[src/rtl/aes_block_sequencer.sv]
// Streams block_count plaintext/key pairs from a source memory through an AES core
// and writes each result to a destination memory, with timeout and completion status.
module aes_block_sequencer #(
    parameter int TEXT_WIDTH = 128,
    parameter int KEY_WIDTH  = 128,
    parameter int ADDR_WIDTH = 6,
    parameter int TIMEOUT    = 64
) (
    input  logic                  clk_i,
    input  logic                  rst_ni,
    input  logic                  start_i,
    input  logic [ADDR_WIDTH:0]   block_count_i,
    input  logic                  key_shared_i,
    output logic [ADDR_WIDTH-1:0] src_addr_o,
    input  logic [TEXT_WIDTH-1:0] src_text_i,
    input  logic [KEY_WIDTH-1:0]  src_key_i,
    output logic                  core_start_o,
    output logic [TEXT_WIDTH-1:0] core_text_o,
    output logic [KEY_WIDTH-1:0]  core_key_o,
    input  logic                  core_done_i,
    input  logic [TEXT_WIDTH-1:0] core_text_i,
    output logic                  wr_en_o,
    output logic [ADDR_WIDTH-1:0] wr_addr_o,
    output logic [TEXT_WIDTH-1:0] wr_data_o,
    output logic                  busy_o,
    output logic                  done_o,
    output logic                  error_o,
    output logic [ADDR_WIDTH:0]   blocks_done_o
);
    localparam int CW = ADDR_WIDTH + 1;
    localparam int TW = $clog2(TIMEOUT);
    localparam logic [CW-1:0] MAX_COUNT = {1'b1, {ADDR_WIDTH{1'b0}}};
    localparam logic [TW-1:0] TIMER_LAST = TW'(TIMEOUT - 1);

    typedef enum logic [2:0] {
        S_IDLE, S_FETCH, S_ISSUE, S_WAIT, S_WRITE, S_DONE
    } state_e;

    state_e                state_q, state_d;
    logic [ADDR_WIDTH-1:0] idx_q, idx_d;
    logic [CW-1:0]         count_q, count_d;
    logic                  shared_q, shared_d;
    logic [TW-1:0]         timer_q, timer_d;
    logic [TEXT_WIDTH-1:0] text_q, text_d;
    logic [KEY_WIDTH-1:0]  key_q, key_d;
    logic [TEXT_WIDTH-1:0] result_q, result_d;
    logic [CW-1:0]         blocks_q, blocks_d;
    logic                  error_q, error_d;
    logic [CW-1:0]         count_clamped;

    // Counts beyond the addressable range would revisit indices, so cap them.
    assign count_clamped = (block_count_i > MAX_COUNT) ? MAX_COUNT : block_count_i;

    always_ff @(posedge clk_i or negedge rst_ni) begin
        if (!rst_ni) begin
            state_q  <= S_IDLE;
            idx_q    <= '0;
            count_q  <= '0;
            shared_q <= 1'b0;
            timer_q  <= '0;
            text_q   <= '0;
            key_q    <= '0;
            result_q <= '0;
            blocks_q <= '0;
            error_q  <= 1'b0;
        end else begin
            state_q  <= state_d;
            idx_q    <= idx_d;
            count_q  <= count_d;
            shared_q <= shared_d;
            timer_q  <= timer_d;
            text_q   <= text_d;
            key_q    <= key_d;
            result_q <= result_d;
            blocks_q <= blocks_d;
            error_q  <= error_d;
        end
    end

    always_comb begin
        state_d  = state_q;
        idx_d    = idx_q;
        count_d  = count_q;
        shared_d = shared_q;
        timer_d  = timer_q;
        text_d   = text_q;
        key_d    = key_q;
        result_d = result_q;
        blocks_d = blocks_q;
        error_d  = error_q;
        unique case (state_q)
            S_IDLE: begin
                if (start_i) begin
                    count_d  = count_clamped;
                    shared_d = key_shared_i;
                    idx_d    = '0;
                    blocks_d = '0;
                    error_d  = 1'b0;
                    state_d  = (count_clamped == '0) ? S_DONE : S_FETCH;
                end
            end
            S_FETCH: begin
                text_d = src_text_i;
                // In shared-key mode only index 0 supplies the key.
                if (!(shared_q && idx_q != '0)) key_d = src_key_i;
                state_d = S_ISSUE;
            end
            S_ISSUE: begin
                timer_d = '0;
                state_d = S_WAIT;
            end
            S_WAIT: begin
                // done takes priority over a timeout landing on the same cycle
                if (core_done_i) begin
                    result_d = core_text_i;
                    state_d  = S_WRITE;
                end else if (timer_q == TIMER_LAST) begin
                    error_d = 1'b1;
                    state_d = S_DONE;
                end else begin
                    timer_d = timer_q + TW'(1);
                end
            end
            S_WRITE: begin
                blocks_d = blocks_q + CW'(1);
                if ({1'b0, idx_q} == count_q - CW'(1)) begin
                    state_d = S_DONE;
                end else begin
                    idx_d   = idx_q + ADDR_WIDTH'(1);
                    state_d = S_FETCH;
                end
            end
            S_DONE:  state_d = S_IDLE;
            default: state_d = S_IDLE;
        endcase
    end

    assign src_addr_o    = idx_q;
    assign core_start_o  = (state_q == S_ISSUE);
    assign core_text_o   = text_q;
    assign core_key_o    = key_q;
    assign wr_en_o       = (state_q == S_WRITE);
    assign wr_addr_o     = idx_q;
    assign wr_data_o     = result_q;
    assign busy_o        = (state_q != S_IDLE);
    assign done_o        = (state_q == S_DONE);
    assign error_o       = error_q;
    assign blocks_done_o = blocks_q;
endmodule

[config.mk]
export PLATFORM = sky130hd
export DESIGN_NAME = aes_block_sequencer
export DESIGN_NICKNAME = d
export VERILOG_FILES = /design/src/rtl/aes_block_sequencer.sv
export SDC_FILE = /design/constraint.sdc
export NUM_CORES = 1
export LEC_CHECK = 0
export CAP_MARGIN = 40
export CORE_AREA = 2 2 313 315
export CTS_CLUSTER_DIAMETER = 120
export DETAILED_ROUTE_END_ITERATION = 6
export DIE_AREA = 0 0 315 317
export PLACE_DENSITY_LB_ADDON = 0.08
export SLEW_MARGIN = 20
export SYNTH_ARGS = -nofsm -noshare
export SYNTH_HDL_FRONTEND = slang
export SYNTH_SLANG_ARGS = --single-unit
[constraint.sdc]
create_clock -name clk_i -period 1.8 [get_ports clk_i]
set_clock_uncertainty 0.2 [all_clocks]
set_input_delay 0.54 -clock clk_i [delete_from_list [all_inputs] [get_ports clk_i]]
set_output_delay 0.54 -clock clk_i [all_outputs]
set_load 0.05 [all_outputs]
# --- Word level (Yosys, flattened, before mapping) ---
# Cells that the tools add are included.
op_classes:
  multipliers: 0
  muxes: 19
  n_lt_le_gt_ge: 1
  n_eq_ne: 13
  n_reduce_logical: 16
  bitwise_logic: 1
  div_mod_pow: 0
  shifts: 0
  addsub: 4
ops:
  columns: ["operator", "count"]
  rows:
  - ["$mux 6", 4]
  - ["$pmux 6 s2", 2]
  - ["$mux 3", 5]
  - ["$pmux 3 s5", 1]
  - ["$mux 7", 2]
  - ["$pmux 7 s2", 1]
  - ["$add 6x1->6 const B", 2]
  - ["$ne 2x2->1 const B", 5]
  - ["$reduce_and 2->1", 5]
  - ["$add 7x1->7 const B", 1]
  - ["$eq 6x7->1", 1]
  - ["$gt 7x7->1 const B", 1]
  - ["$logic_not 7->1", 1]
  - ["$sub 7x1->7 const B", 1]
  - ["$eq 3x2->1 const B", 2]
  - ["$eq 3x3->1 const B", 2]
  - ["$eq 6x6->1 const B", 1]
  - ["$reduce_and 3->1", 2]
  - ["$reduce_bool 2->1", 3]
  - ["$reduce_bool 6->1", 1]
  - ["$reduce_and 4->1", 1]
  - ["$eq 3x1->1 const B", 1]
  - ["$logic_not 3->1", 1]
  - ["$mux 1", 3]
  - ["other kinds (5)", 5]
word_totals:
  mem_bits_ro: 0
  inputBits: 396
  latchBits: 0
  n_memories: 0
  ff_bits: 415
  mem_bits_rw: 0

# --- Longest topological paths before layout ---
logic_depth:
  ltp_word: 6
  mapped_depth: 8
  mapped_depth_nobuf: 7

# --- Least setup slack after synthesis ---
# No wires, ideal clock.
synth_timing:
  path_kind: "reg2out"
  startpoint: "reg state_q[2]"
  endpoint: "out done_o"
  stages_incl_launch_ff: 3
  arrival_ns: 1.676
  required_ns: 1.060
  setup_slack_ns: -0.616
  cell_sequence: "dfrtp_1 buf_2 nor3b_1"
synth_between:
  elab_chain_len: 1
synth_lines:
  columns: ["item", "line_no", "source"]
  rows:
  - ["from (decl)", "39", "state_e state_q, state_d;"]
  - ["from (signal assigned)", "67", "state_q <= state_d;"]
  - ["$eq 3x3->1", "146", "assign done_o = (state_q == S_DONE);"]
  - ["to (decl)", "26", "output logic done_o,"]
# No other way between the ends.

# --- Final worst setup path ---
layout_timing:
  startpoint: "reg state_q[0]"
  endpoint: "out busy_o"
layout_between:
  elab_chain_len: 1
layout_lines:
  columns: ["item", "line_no", "source"]
  rows:
  - ["$reduce_bool 3->1", "145", "assign busy_o = (state_q != S_IDLE);"]
  - ["to (decl)", "25", "output logic busy_o,"]
# No other way between the ends.

==> out/results.tsv <==
stage	metric	value	unit
worst_setup_path	reg2reg_to	core_key_o[21]$_DFFE_PN0P_	
hold_path	hp-class	primary input to async pin	
synthesis	ys_ff_latch	415	
worst_setup_path	cp.required	1060	ps
synthesis	synth_compound_area_frac	0.0167	
floorplanning	dieWidth	315	um
synthesis	synth_fp_nets	1409	
worst_setup_path	cp-startpoint	state_q[0]$_DFFE_PN0P_	
worst_setup_path	path_class	flop to output port	
synthesis	ys_async_sr_fraction	1.00	
drt	wirelength	75.5	mm
sta	worst_slew_pin_slew	497	ps
floorplanning	dieArea	0.0999	mm2
synthesis	yosys.area.top_type	dfrtp_1	
drt	drt_iter0_drc	456	
synthesis	synthTopCellsByArea	dfrtp_1, mux2_2, mux2_1, buf_2, nand2_1	
floorplanning	start_util	0.166	
sta	slew_violations	0	
synthesis	netlist_instances	1008	
finish	most-common-layout-cells	buf_12, dfrtp_1, clkdlybuf4s50_1	
grt	antenna_found_initial	11	
grt	first_global_vias	13800	
worst_setup_path	critical_path.cell_chain	or3_4 > buf_8	
pwr	cellPowerDensity	2470	mW/mm2
drt	wl_per_cell	22.8	um
finish	fin_nets	2400	
synthesis	synth_top_family_by_area	multiplexers	
pwr	peakVddDrop	1020	uV
sta	clock.fmax	423	MHz
floorplanning	fp.coreArea	0.0963	mm2
run_status	status	finished with violations	
placement	placed_cell_area	0.0307	mm2
drt	via_per_inst	3.78	
sta	hold-worst-slack	211	ps
grt	grt_start_max_net_pins	43	
clocking	cts_made_buffers	55	
placement	dp_hpwl	55.7	mm
clocking	cts_buffer_depth	3	
floorplanning	ios	804	
worst_setup_path	timing.rr.start	state_q[0]$_DFFE_PN0P_	
clocking	insertion_delay	620	ps
finish	drive_above_1_share	0.546	
clocking	cts_tree	yes	
clocking	clk_root_buffer_cell	clkbuf_16	
sta	finalHoldViolations	0	
placement	port_buffers	803	
worst_setup_path	r2r_setup_slack	-430	ps
finish	syn2layout_area_growth	118	%
clocking	clock_sinks	415	
floorplanning	core.rowCount	114	
worst_setup_path	critPathLaunchType	flop	
run_status	failed_checks	setup timing	
sta	layout_setup_ws	-566	ps
synthesis	synth_xor_area_frac	0.00548	
worst_setup_path	rr_worst_depth	10	
synthesis	synthSimpleGateAreaFrac	0.0261	
floorplanning	die_h	317	um
sta	setup_viol_count_final	787	
placement	placed_cells	3141	
placement	dp_slack	-577	ps
drt	drcViolationCount	0	
placement	place_congestion	0.772	
grt	grt-ovfl-total	0	
grt	grt_pass1_wl	102	mm
pwr	power	86.0	mW
drt	firstDrtPassIters	4	
worst_setup_path	arrival	1630	ps
synthesis	synth_edf_count	0	
synthesis	ys_seq_area_frac	0.650	
sta	setup-tns-final	-149620	ps
sta	rsz0062_at_grt	yes	
finish	fin_cells	3317	
drt	postRouteAntennaNets	0	
pwr	p_leak	15.5	nW
worst_setup_path	end_kind	output port	
synthesis	synth_flop_cell	dfrtp_1	
synthesis	syn_area	0.0160	mm2
finish	final_common_cell	buf_12	
worst_setup_path	crit_fanout	5	
finish	design_area	0.0348	mm2
synthesis	synth_fa_ha_area_frac	0.00392	
synthesis	synth_mux_area_frac	0.278	
worst_setup_path	critPathSlowestCell	dfrtp_2	
run	maxCapViolCount	0	
synthesis	ys_warn_count	0	
finish	finish.utilization	0.362	
synthesis	post_synth_num_cell_types	49	
sta	period_share	1.31	
synthesis	synth.avg_cell_area	15.8	um2
worst_setup_path	max_stage_delay	440	ps
sta	slew_headroom	0.669	
grt	grt_use_total	0.140	
drt	num_vias	12500	
synthesis	netlist.area_leader.share	0.650	
clocking	htree_levels	2	
sta	period_needed	2370	ps
clocking	clk_pin_slew	60	ps
==> synthesized netlist by cell type, types with 2 or more instances <==
cell type and count:
a211oi_1 4, a21oi_1 3, a22oi_1 2, and3_1 2, buf_2 42, buf_4 6, clkbuf_1 5, dfrtp_1 415
ha_1 5, inv_1 6, inv_2 2, mux2_1 137, mux2_2 250, mux2i_1 8, nand2_1 28, nand2b_1 9
nand3_1 5, nand3b_1 2, nand4_1 4, nor2_1 13, nor3_1 4, nor4_1 3, o21ai_0 16, o21ai_1 4
xnor2_1 7, xor2_1 3
==> cells by family after synthesis <==
group,count (synthesis)
DFF,415
buffers and inverters,62
xor gates and xnor gates,10
AOI/OAI and AO/OA,40
adders and majority gates,5
muxes,395
and+or+nand+nor,81
==> sequential cells by signal (all words and copies together), names as in the netlist <==
name and cells:
state_q 3, shared_q 1, timer_q 6, blocks_done_o 7
count_q 7, wr_data_o 128, core_key_o 128, error_o 1
core_text_o 128, src_addr_o 6
==> per-layer routing <==
metal,GRT usage,vias to the layer above,wire (um)
met5,0,-,89
met3,0.0592,92,7350
met1,0.152,6341,27300
met2,0.250,519,39200
met4,0.0385,14,1530
li1,-,5565,-
==> worst max-delay path by stage <==
stage	slack (ps)	to
floorplan	-120	core_key_o[100]$_DFFE_PN0P_
global placement	-560	wr_data_o[121]$_DFFE_PN0P_
detailed placement	-580	wr_data_o[126]$_DFFE_PN0P_
CTS	-640	busy_o
global route	-630	busy_o
finish	-570	busy_o
==> what timing repair did <==
action | CTS | global route
resized for setup | 133 | 194
setup buffers | 34 | 19
pin swaps | 12 | 17
gates cloned | 9 | 23
hold endpoints to repair | 198 | 0
hold buffers | 1 | 0
endpoints found under the setup margin | 799 | 813
==> cell type report <==
| class | instances | area [um2] |
|---|---|---|
| multi-input combinational | 534 | 6410 |
| clock inverter | 12 | 119 |
| inverter | 8 | 32.5 |
| sequential | 415 | 10400 |
| clock buffer | 86 | 1660 |
| fill | 9238 | 61500 |
| tap | 1276 | 1600 |
| antenna | 1 | 2.50 |
| timing repair buffer | 985 | 14600 |
==> where the power goes <==
group          switching [mW]  internal (mW)
clock network            4.39           6.56
logic                    26.4           29.5
registers                5.02           14.1
==> critical path, delay by kind of cell, from the launching register on <==
family                 cells  cell delay (ps)
buffers and inverters      1              160
AND/OR/NAND/NOR            1              400
flip-flops                 1              440
(Power assumes the default switching activity.)
